`src/rtl/serial_sub_pkg.sv`:
```
`default_nettype none
// ============================================================================
// Module      : serial_sub_pkg
// Description : Shared types and constants for the bit-serial subtractor:
//               FSM state enum, default operand width and the bit-counter
//               width helper.
// Revision    : 1.0 - initial release
// ============================================================================
package serial_sub_pkg;

    // Controller states, 2-bit encoding
    typedef enum logic [1:0] {
        IDLE = 2'd0,
        RUN  = 2'd1,
        DONE = 2'd2
    } state_e;

    // Default operand / result width
    localparam int c_default_width = 8;

    // Bit counter must be able to hold the value WIDTH
    function automatic int cnt_width(input int w);
        return $clog2(w + 1);
    endfunction

endpackage : serial_sub_pkg
`default_nettype wire

```
`src/rtl/serial_sub_if.sv`:
```
`default_nettype none
// ============================================================================
// Module      : serial_sub_if
// Description : Start/done handshake and operand/result bus of serial_sub.
//               The borrow-in signal exists only when SERIAL_SUB_BIN_EN is
//               defined.
// Revision    : 1.0 - initial release
// ============================================================================
interface serial_sub_if
    import serial_sub_pkg::*;
#(
    parameter int WIDTH = c_default_width
);
    logic             start;
    logic [WIDTH-1:0] a;
    logic [WIDTH-1:0] b;
`ifdef SERIAL_SUB_BIN_EN
    logic             bin;
`endif
    logic             busy;
    logic             done;
    logic [WIDTH-1:0] diff;
    logic             borrow;

`ifdef SERIAL_SUB_BIN_EN
    modport master (output start, a, b, bin, input busy, done, diff, borrow);
    modport slave  (input start, a, b, bin, output busy, done, diff, borrow);
`else
    modport master (output start, a, b, input busy, done, diff, borrow);
    modport slave  (input start, a, b, output busy, done, diff, borrow);
`endif

endinterface : serial_sub_if
`default_nettype wire

```
`src/rtl/serial_sub_fs.sv`:
```
`default_nettype none
// ============================================================================
// Module      : fs
// Description : Single-bit full subtractor, purely combinational.
//               df = a - b - c (mod 2), br = borrow out.
// Revision    : 1.0 - initial release
// ============================================================================
module fs (
    input  wire logic a,
    input  wire logic b,
    input  wire logic c,
    output logic      df,
    output logic      br
);

    // Difference bit and borrow-out of a - b - c
    always_comb begin
        df = a ^ b ^ c;
        br = (~a & (b | c)) | (b & c);
    end

endmodule : fs
`default_nettype wire

```
`src/rtl/serial_sub.sv`:
```
`default_nettype none
// ============================================================================
// Module      : serial_sub
// Description : Bit-serial WIDTH-bit unsigned subtractor (a - b [- bin]),
//               LSB first, one fs cell, borrow carried in a flop between
//               cycles. Result after WIDTH+1 cycles, start/done handshake.
//               Optional feature macro: SERIAL_SUB_BIN_EN (borrow-in port).
// Revision    : 1.0 - initial release
// ============================================================================
module serial_sub
    import serial_sub_pkg::*;
#(
    parameter int WIDTH = c_default_width
) (
    input  wire logic  clk,
    input  wire logic  rst_n,
    serial_sub_if.slave bus
);

    localparam int             c_cw    = cnt_width(WIDTH);
    localparam logic [c_cw-1:0] c_last = c_cw'(WIDTH - 1);
    localparam logic [c_cw-1:0] c_one  = c_cw'(1);

    localparam logic [1:0] c_idle = IDLE;
    localparam logic [1:0] c_run  = RUN;
    localparam logic [1:0] c_done = DONE;

    logic [1:0]       r_state;
    logic [1:0]       w_next_state;
    logic [WIDTH-1:0] r_sa;
    logic [WIDTH-1:0] r_sb;
    logic [WIDTH-1:0] r_sd;
    logic [c_cw-1:0]  r_cnt;
    logic             r_brw;
    logic [WIDTH-1:0] r_diff;
    logic             r_borrow;
    logic             r_done;
    logic             r_busy;
    logic             w_df;
    logic             w_br;
    logic             w_bin;

`ifdef SERIAL_SUB_BIN_EN
    assign w_bin = bus.bin;
`else
    assign w_bin = 1'b0;
`endif

    fs u_fs (
        .a  (r_sa[0]),
        .b  (r_sb[0]),
        .c  (r_brw),
        .df (w_df),
        .br (w_br)
    );

    // Next-state decode; start only counts in IDLE, so requests are not queued
    always_comb begin
        w_next_state = r_state;
        case (r_state)
            c_idle:  if (bus.start) w_next_state = c_run;
            c_run:   if (r_cnt == c_last) w_next_state = c_done;
            c_done:  w_next_state = c_idle;
            default: w_next_state = c_idle;
        endcase
    end

    // State register plus registered busy/done flags (busy spans RUN and the result cycle)
    always_ff @(posedge clk or negedge rst_n) begin
        if (!rst_n) begin
            r_state <= c_idle;
            r_busy  <= 1'b0;
            r_done  <= 1'b0;
        end else begin
            r_state <= w_next_state;
            r_busy  <= (w_next_state != c_idle) || (r_state == c_done);
            r_done  <= (r_state == c_done);
        end
    end

    // Operand capture, serial shift/borrow datapath and result latch
    always_ff @(posedge clk or negedge rst_n) begin
        if (!rst_n) begin
            r_sa     <= '0;
            r_sb     <= '0;
            r_sd     <= '0;
            r_cnt    <= '0;
            r_brw    <= 1'b0;
            r_diff   <= '0;
            r_borrow <= 1'b0;
        end else begin
            case (r_state)
                c_idle: begin
                    if (bus.start) begin
                        r_sa  <= bus.a;
                        r_sb  <= bus.b;
                        r_cnt <= '0;
                        r_brw <= w_bin;
                    end
                end
                c_run: begin
                    r_sa  <= r_sa >> 1;
                    r_sb  <= r_sb >> 1;
                    r_sd  <= {w_df, r_sd[WIDTH-1:1]};
                    r_brw <= w_br;
                    r_cnt <= r_cnt + c_one;
                end
                c_done: begin
                    r_diff   <= r_sd;
                    r_borrow <= r_brw;
                end
                default: begin
                end
            endcase
        end
    end

    assign bus.busy   = r_busy;
    assign bus.done   = r_done;
    assign bus.diff   = r_diff;
    assign bus.borrow = r_borrow;

endmodule : serial_sub
`default_nettype wire

```
`src/flat_wrapper.sv`:
```
// flat-port wrapper written by rule: the top's interface ports become plain ports
module serial_sub_flat import serial_sub_pkg::*;
#(
    parameter int WIDTH = c_default_width
)
  (clk, rst_n, bus_start, bus_a, bus_b, bus_busy, bus_done, bus_diff, bus_borrow);
  serial_sub_if #(.WIDTH(WIDTH)) bus_i ();
  input  wire logic clk;
  input  wire logic rst_n;
  input wire logic [$bits(bus_i.start)-1:0] bus_start;
  input wire logic [$bits(bus_i.a)-1:0] bus_a;
  input wire logic [$bits(bus_i.b)-1:0] bus_b;
  output wire logic [$bits(bus_i.busy)-1:0] bus_busy;
  output wire logic [$bits(bus_i.done)-1:0] bus_done;
  output wire logic [$bits(bus_i.diff)-1:0] bus_diff;
  output wire logic [$bits(bus_i.borrow)-1:0] bus_borrow;
  assign bus_i.start = bus_start;
  assign bus_i.a = bus_a;
  assign bus_i.b = bus_b;
  assign bus_busy = bus_i.busy;
  assign bus_done = bus_i.done;
  assign bus_diff = bus_i.diff;
  assign bus_borrow = bus_i.borrow;
  serial_sub #(.WIDTH(WIDTH)) u_core (.clk(clk), .rst_n(rst_n), .bus(bus_i));
endmodule
```
`config.mk`:
```
export PLATFORM = sky130hd
export DESIGN_NAME = serial_sub_flat
export DESIGN_NICKNAME = d
export VERILOG_FILES = /design/src/rtl/serial_sub_pkg.sv /design/src/rtl/serial_sub_if.sv /design/src/rtl/serial_sub_fs.sv /design/src/rtl/serial_sub.sv /design/src/flat_wrapper.sv
export SDC_FILE = /design/constraint.sdc
export NUM_CORES = 1
export LEC_CHECK = 0
export CORE_UTILIZATION = 54
export DETAILED_ROUTE_END_ITERATION = 6
export PLACE_DENSITY = 0.8
export SETUP_SLACK_MARGIN = 0.4
export SYNTH_ARGS = -nofsm -noshare
export SYNTH_HDL_FRONTEND = slang
export SYNTH_SLANG_ARGS = --single-unit
```
`constraint.sdc`:
```
create_clock -name clk -period 3 [get_ports clk]
set_input_delay 0.6 -clock clk [delete_from_list [all_inputs] [get_ports clk]]
set_output_delay 0.6 -clock clk [all_outputs]
set_load 0.02 [all_outputs]
```
======== Yosys cells after proc, flatten, opt, wreduce, memory -nomap -nowiden ========
Index checks and enable logic that the tools add are counted.
word-level totals
  bits in registers ....................... 42
  input port bits ......................... 19
  output and inout port bits .............. 11
  logic and storage cells ................. 38
operators by class
  $add $sub $neg .......................... 1
  eq/ne operators ......................... 4
  muxes and demuxes ....................... 11
  bitwise logic cells ..................... 7
  reduce and logical (&&, ||, !) cells .... 5
operators with widths
  kind                                                                   count
  8-bit one-hot mux with 2 select lines                                  2
  8-bit 2-to-1 mux                                                       2
  4-bit one-hot mux with 2 select lines                                  1
  4-bit by 1-bit adder with 4-bit output, second input constant          1
  4-bit by 3-bit equality test with 1-bit output, second input constant  1
  2-bit 2-to-1 mux                                                       2
  4-bit 2-to-1 mux                                                       1
  2-bit one-hot mux with 2 select lines                                  1
  2-bit nonzero test                                                     2
  1-bit AND                                                              2
  2-bit by 1-bit equality test with 1-bit output, second input constant  1
  2-bit equality test, second input constant                             1
  2-bit zero test                                                        1
  2-bit inequality test, second input constant                           1
  1-bit OR                                                               2
  1-bit one-hot mux with 2 select lines                                  1
  2-bit AND reduction                                                    1
  1-bit bitwise XOR                                                      2
  1-bit logical OR                                                       1
  1-bit 2-to-1 mux                                                       1
  1-bit inverter                                                         1

======== Logic depth before layout (Yosys ltp) ========
Gate-level depths: netlist (run 1).
  word-level depth ........................ 5
  depth in mapped cells ................... 5
  mapped depth without buffers ............ 4

======== Modules after synthesis ========
Synthesis (run 1) repeated with hierarchy kept, for this count alone.
second synthesis, totals
  cells, all modules ...................... 143
  area total of the unflattened synthesis .. 1806.7 µm²
modules (own cells, without submodules)
  module      times used  cells an instance  area each (µm²)  sequential area each (µm²)
  serial_sub  1           140                1779.2           1051.0
  fs          1           3                  27.5             0.0

======== Worst setup path before layout (run 1) ========
No wires, ideal clock.
  kind .................................... reg-to-reg
  start point ............................. register u_core.r_state[0]
  end point ............................... register u_core.r_borrow (netlist: u_core.bus.borrow)
  setup time .............................. 0.125 ns
  data arrival time ....................... 1.046 ns
  data required time ...................... 2.875 ns
  setup slack ............................. 1.829 ns
  cell stages (with the launch flop) ...... 5
  buffers on the path ..................... 2
  period minus slack after synthesis ...... 1.171 ns
  cell sequence ........................... dfrtp_1 -> buf_6 -> nor2b_2 -> buf_6 -> mux2_4
on the way
  word-level cells in the longest chain between the ends .. 1
ends and longest elaborated chain
  element                 line               text
  start, declared         serial_sub.sv:28   logic [1:0] r_state;
  start signal, assigned  serial_sub.sv:71   r_state <= c_idle;
  start signal, assigned  serial_sub.sv:75   r_state <= w_next_state;
  2-bit equality test     serial_sub.sv:92   case (r_state)
  end signal, assigned    serial_sub.sv:110  r_borrow <= r_brw;
  end, declared           serial_sub.sv:36   logic r_borrow;
Every way passes these cells.
A chain may end at the register's enable or synchronous reset.

======== Final worst setup path (run 1) ========
  start point ............................. register u_core.r_state[0]
  end point ............................... register u_core.r_cnt[3]
on the way
  word-level cells in the longest chain between the ends .. 3
  elaborated cells between the ends (all ways) .. 6
  classes of those cells .................. 2 x eq/ne; 1 x mux; 3 x reduce/logical
ends and longest elaborated chain
  element                                                                            line               text
  2-bit by 1-bit equality test with 1-bit output or 2-bit zero test (tied branches)  serial_sub.sv:92
  2-bit nonzero test (no line) or 2-bit inequality test (tied branches)              n/a
  2-bit AND reduction (no line)                                                      n/a
  end signal, assigned                                                               serial_sub.sv:106  r_cnt <= r_cnt + c_one;
  end, declared                                                                      serial_sub.sv:33   logic [c_cw-1:0] r_cnt;
Parallel ways exist; a longest one is shown, timed or not.

==> results of run 1 <==
## cells in the final DEF, fill, tap and decap left out, types with 2 or more instances in the layout
cell type / n
mux2_4: 9
and2b_1: 2
a22o_1: 2
a22oi_2: 10
o21ai_2: 10
nand2b_1: 2
nand2_1: 43
clkdlybuf4s50_1: 28
nor3_1: 2
a21oi_1: 4
clkbuf_4: 5
a22oi_1: 5
dfrtp_1: 42
nor2b_1: 2
o21ai_1: 8
inv_1: 2
## worst max-delay path by stage
| stage | cells past startpoint | to | startpoint | slack, ps |
|---|---|---|---|---|
| 2_1_floorplan | 4 | u_core.r_cnt[3] | bus_start | 1830 |
| 4_1_cts | 3 | u_core.r_cnt[3] | u_core.r_state[0] | 1010 |
| 5_1_grt | 3 | u_core.r_cnt[3] | u_core.r_state[0] | 840 |
| 3_5_place_dp | 4 | u_core.r_cnt[3] | bus_start | 810 |
| 6_report | 3 | u_core.r_cnt[3] | u_core.r_state[0] | 1010 |
| 3_3_place_gp | 4 | u_core.r_cnt[3] | bus_start | 890 |
## per-stage QoR
stage / util (%) / power (uW) / instances
2_1_floorplan: - / 1660 / 164
3_3_place_gp: 64.9 / 1800 / 229
3_5_place_dp: 64.9 / 1860 / 229
4_1_cts: 66.8 / 2150 / 237
5_1_grt: 66.8 / 2290 / 237
6_report: 66.8 / 2130 / 237
## report_power, final
| part | internal (uW) | switching, uW |
|---|---|---|
| Combinational | 417 | 405 |
| Clock | 113 | 177 |
| Sequential | 790 | 225 |
## flip-flops by register name (all words and copies together), names as in the netlist, 2 cells and up
name,count
u_core.r_sa,8
u_core.r_state,2
u_core.bus.diff,8
u_core.r_cnt,4
u_core.r_sb,8
u_core.r_sd,8
## logic make-up after synthesis
family / share of synthesized area, %
simple gates: 12.9
flops: 54.6
compound gates: 18.0
buf+inv: 5.26
mux: 7.54
fa+ha+maj: 1.69
## final cells by class
| cell class | instances | area (sq um) |
|---|---|---|
| flip-flops and latches | 42 | 1050 |
| well taps | 46 | 57.6 |
| multi-input cells | 109 | 773 |
| clock buffers | 6 | 51.3 |
| inverters | 2 | 7.51 |
| clock inverters | 2 | 12.5 |
| fillers | 280 | 1120 |
| repair buffers | 30 | 293 |
## per-layer routing
metal | up-vias | share of wire (%) | global-route usage [%]
li1 | 611 | - | -
met1 | 583 | 46 | 24.3
met2 | 37 | 49 | 31.0
met3 | 4 | 4.2 | 4.35
met4 | 0 | 0.91 | 8.57
met5 | - | 0 | 0
## worst register-to-register path, cell delays in order, from the launching register on
cell and delay, ps:
dfrtp_1 1040, o21bai_2 450, a22oi_1 300, o31ai_1 90
==> flow_summary.yaml, run 1 <==
run_status:
  outcome: "complete, no violations"
clock_network:
  path_clk_slew_ps: 120
  cts_hold_buf: 0
  numCtsBuffers: 5
  clock_latency_ps: 340
  cts.sink_count: 42
  cts_max_level: 2
  root_buffer: "clkbuf_4"
  post_cts_buffers: 0
  cts_resized: 0
  clockBufferDepth: 2
  tritoncts: "built"
flow_run:
  cap_viol_max_count: 0
floorplan:
  die_area_sq_um: 3810
  die_width_microns: 61.7
  ios: 30
  core_sq_um: 3360
  die_y_microns: 61.7
  initial_core_util_pct: 57.3
  num_rows: 21
setup_path:
  timing.rr.start: "u_core.r_state[0]"
  crit_chain: "o21bai_2 -> a22oi_1 -> o31ai_1"
  cp_slowest_cell: "dfrtp_1"
  critPathLaunchType: "flip-flop"
  criticalPathCategory: "flip-flop to flip-flop"
  cp_max_fo: 26
  slowest_delay_ps: 1040
  cp_top_family: "flip-flops"
  critPathArrivalTime_ps: 2210
  end_kind: "flip-flop"
  rr_worst_depth: 3
  worstReg2RegEnd: "u_core.r_cnt[3]"
  rrSetupSlack_ps: 1010
  critical_path_buf_inv_count: 0
  cp_data_required_time_ps: 3220
sta:
  timing.final.crit_share_pct: 66.4
  fin_worst_hold_slack_ps: 368
  max-slew-margin-rel_pct: 31.8
  post-route-min-period_ps: 1990
  finalSetupTns_ps: 0
  finalClockSkew_ps: 5.00
  finalWorstSetupSlack_ps: 1010
  hold_viol: 0
  rsz0062_at_grt: "no"
  setup_viol: 0
  worstMarginPinSlew_ps: 1020
  finalMaxSlewViolations: 0
  fmax_mhz: 502
logic_synthesis:
  yosys-top-cells-count: "nand2_1 (43), dfrtp_1 (42), a22oi_2 (10), o21ai_2 (10), mux2_4 (9)"
  ys_top_cells_by_area: "dfrtp_1 (55%), nand2_1 (8.4%), mux2_4 (7.0%), a22oi_2 (6.5%), o21ai_2 (4.5%)"
  synth-seq-cells: 42
  async_flop_share_pct: 100
  yosysMostFrequentCell: "nand2_1"
  synth_edf_count: 0
  synthCells: 164
  yosysWarnings: 0
  syn_area_per_cell_sq_um: 11.7
  syn_area_sq_um: 1930
  seq_area_frac_synth_pct: 54.6
  yosysTopAreaCellShare_pct: 54.6
  synth_top_cell_by_area: "dfrtp_1"
  syn-num-nets: 185
  ys_types: 28
  synth_flop_cell: "dfrtp_1"
drt:
  vias: 1235
  firstDrtPassIters: 4
  drt_iter0_drc: 59
  vias_per_cell: 5.21
  drc_errors: 0
  wl_mm: 3.18
  antenna_left: 0
  wl_per_cell_microns: 13.4
grt:
  grt_max_degree: 43
  antenna_found_initial: 0
  track_usage_pct: 19.0
  first_global_vias: 1174
  grt_overflow_total: 0
  grt_pass1_wl_mm: 5.12
cells_and_area:
  design_area_sq_um: 2250
  num-nets-final: 211
  diodes: 0
  area_delta_synth_final_pct: 16.6
  layout-drive-gt1-share_pct: 22.0
place:
  dp_hpwl_mm: 2.13
  placedInstanceArea_sq_um: 2180
  dp_slack_ps: 810
  gp_congestion: 0.749
  io_buffers: 29
power_and_ir_drop:
  leakage_uw: 0.000993
  pwr_density_cell_nw_per_um2: 947
  ir_worst_vdd_mv: 0.413
min_path:
  min_path_type: "input pin to async pin"
No activity file was read; power rests on OpenSTA's default activity.
==> inputs of run 2 (changes only) <==
Settings changed: CORE_UTILIZATION 54 to 48, PLACE_DENSITY 0.8 to 0.75.
Clock period 3 ns to 1.65 ns, I/O delays scaled along.
==> run 2 against run 1 <==
Net effect: cell count up 8.4%; combinational power is 130% higher; first-iteration DRC count fell by 12%; largest power group is now combinational logic; global-route usage shrank 0.87 points; design area rose by 8.6%; largest cell class unchanged.
==> flow_summary.yaml, run 2 (synthesis gave the netlist of run 1 again) <==
drt:
  wl_per_cell_microns: 13.5
  firstDrtPassIters: 4
  wl_mm: 3.48
  drc_errors: 0
  drt_iter0_drc: 52
  antenna_left: 0
  vias_per_cell: 5.22
  vias: 1342
grt:
  first_global_vias: 1305
  antenna_found_initial: 0
  grt_overflow_total: 0
  grt_pass1_wl_mm: 5.83
  grt_max_degree: 26
  track_usage_pct: 18.1
clock_network:
  numCtsBuffers: 5
  clockBufferDepth: 2
  clock_latency_ps: 290
  tritoncts: "built"
  root_buffer: "clkbuf_8"
  cts_max_level: 2
  cts.sink_count: 42
  path_clk_slew_ps: 80
setup_path:
  crit_chain: "buf_8 -> nor2b_4 -> clkbuf_16 -> a22oi_2 -> o21ai_2"
  critical_path_buf_inv_count: 2
  end_kind: "flip-flop"
  cp_data_required_time_ps: 1870
  worstReg2RegEnd: "u_core.r_sb[0]"
  critPathArrivalTime_ps: 1460
  timing.rr.start: "u_core.r_state[0]"
  rr_worst_depth: 5
  criticalPathCategory: "flip-flop to flip-flop"
  slowest_delay_ps: 450
  cp_max_fo: 5
  cp_top_family: "flip-flops"
  rrSetupSlack_ps: 420
  critPathLaunchType: "flip-flop"
  cp_slowest_cell: "dfrtp_2"
cells_and_area:
  final_cell_mix: "nand2_1 (43), dfrtp_1 (41), clkdlybuf4s50_1 (16), buf_2 (12), buf_4 (11)"
  diodes: 0
  area_delta_synth_final_pct: 26.7
  layout-drive-gt1-share_pct: 34.4
  final_common_cell: "nand2_1"
  fillerInstances: 316
  num-nets-final: 229
sta:
  setup_viol: 0
  post-route-min-period_ps: 1230
  finalClockSkew_ps: 4.44
  worstMarginPinSlew_ps: 426
  hold_viol: 0
  finalMaxSlewViolations: 0
  finalSetupTns_ps: 0
  rsz0062_at_grt: "yes"
  finalWorstSetupSlack_ps: 419
  timing.final.crit_share_pct: 74.6
  fmax_mhz: 812
  max-slew-margin-rel_pct: 71.6
place:
  io_buffers: 29
  dp_slack_ps: 57.5
  gp_congestion: 0.733
  dp_hpwl_mm: 2.37
run_status:
  outcome: "complete, no violations"
floorplan:
  core_sq_um: 3740
  die_width_microns: 65.3
  ios: 30
  die_area_sq_um: 4270
  initial_core_util_pct: 51.4
  num_rows: 22
  die_y_microns: 65.3
power_and_ir_drop:
  leakage_uw: 0.00113
  pwr_density_cell_nw_per_um2: 1770
  ir_worst_vdd_mv: 0.944
flow_run:
  cap_viol_max_count: 0
min_path:
  min_to: "u_core.r_sd[0]"
  hold_start: "u_core.r_sd[0]"
  whs_path_depth: 2
  min_path_type: "flip-flop to flip-flop"
-- run 2: cell types whose count changed in the layout (fill, tap and decap cells not counted), sizes merged --
cell	delta
clkbuf	+2
dlygate4sd2	+1
dlygate4sd3	+1
buf	+27
clkinvlp	-1
clkdlybuf4s50	-12
-- run 2: worst max path at each step --
stage	endpoint	cells after the start	start
final	u_core.r_sb[0]	5	u_core.r_state[0]
after global routing	u_core.r_cnt[3]	4	u_core.r_state[1]
after CTS	u_core.r_cnt[3]	3	u_core.r_state[1]
after detailed placement	u_core.r_sb[6]	5	bus_start
after global placement	u_core.r_sb[6]	5	bus_start
after floorplan	u_core.bus.borrow	4	u_core.r_state[0]
-- run 2: repair_timing --
| action | 4_1_cts | 5_1_grt |
|---|---|---|
| endpoints found under the setup margin | 30 | 25 |
| pin swaps | 0 | 0 |
| hold buffers | 1 | 0 |
| buffers inserted | 2 | 4 |
| gates resized for setup | 47 | 8 |
| endpoints found under the hold margin | 17 | 0 |
| gates cloned | 0 | 1 |
-- run 2: power breakdown --
part           internal (uW)  leakage, uW  switching (uW)
Clock                    337    0.0000482             333
Sequential              1450     0.000544             288
Combinational            968     0.000539             941
Total                   2750      0.00113            1560
-- run 2: through the flow --
stage	power [uW]	hold slack (ps)	instances	util, %	area (sq um)
final	4310	489	257	65.2	2440
after global routing	4610	522	257	65.2	2440
after CTS	4190	487	252	63.1	2360
after detailed placement	3530	289	241	61.0	2280
after global placement	3450	283	241	61.0	2280
after floorplan	3010	34.4	164	-	1930
-- run 2: layout make-up --
cell class	instances	area (sq um)	area share, %
Multi-Input combinational cell	109	793	32.5
Timing Repair Buffer	48	435	17.8
Inverter	2	7.51	0.308
Clock buffer	7	86.3	3.54
Clock inverter	1	5.00	0.205
Tap cell	48	60.1	2.46
Sequential cell	42	1050	43.1
-- run 2: worst reg2reg max path: stages, from the launching register on --
cell and delay [ps]:
dfrtp_2 450, buf_8 140, nor2b_4 210, clkbuf_16 190, a22oi_2 60, o21ai_2 120
-- run 2: layer usage --
metal	track usage [%]	part of all wire, %
met1	21.5	43
met2	32.2	51
met3	3.65	4.5
met4	6.79	1.3
met5	0	0
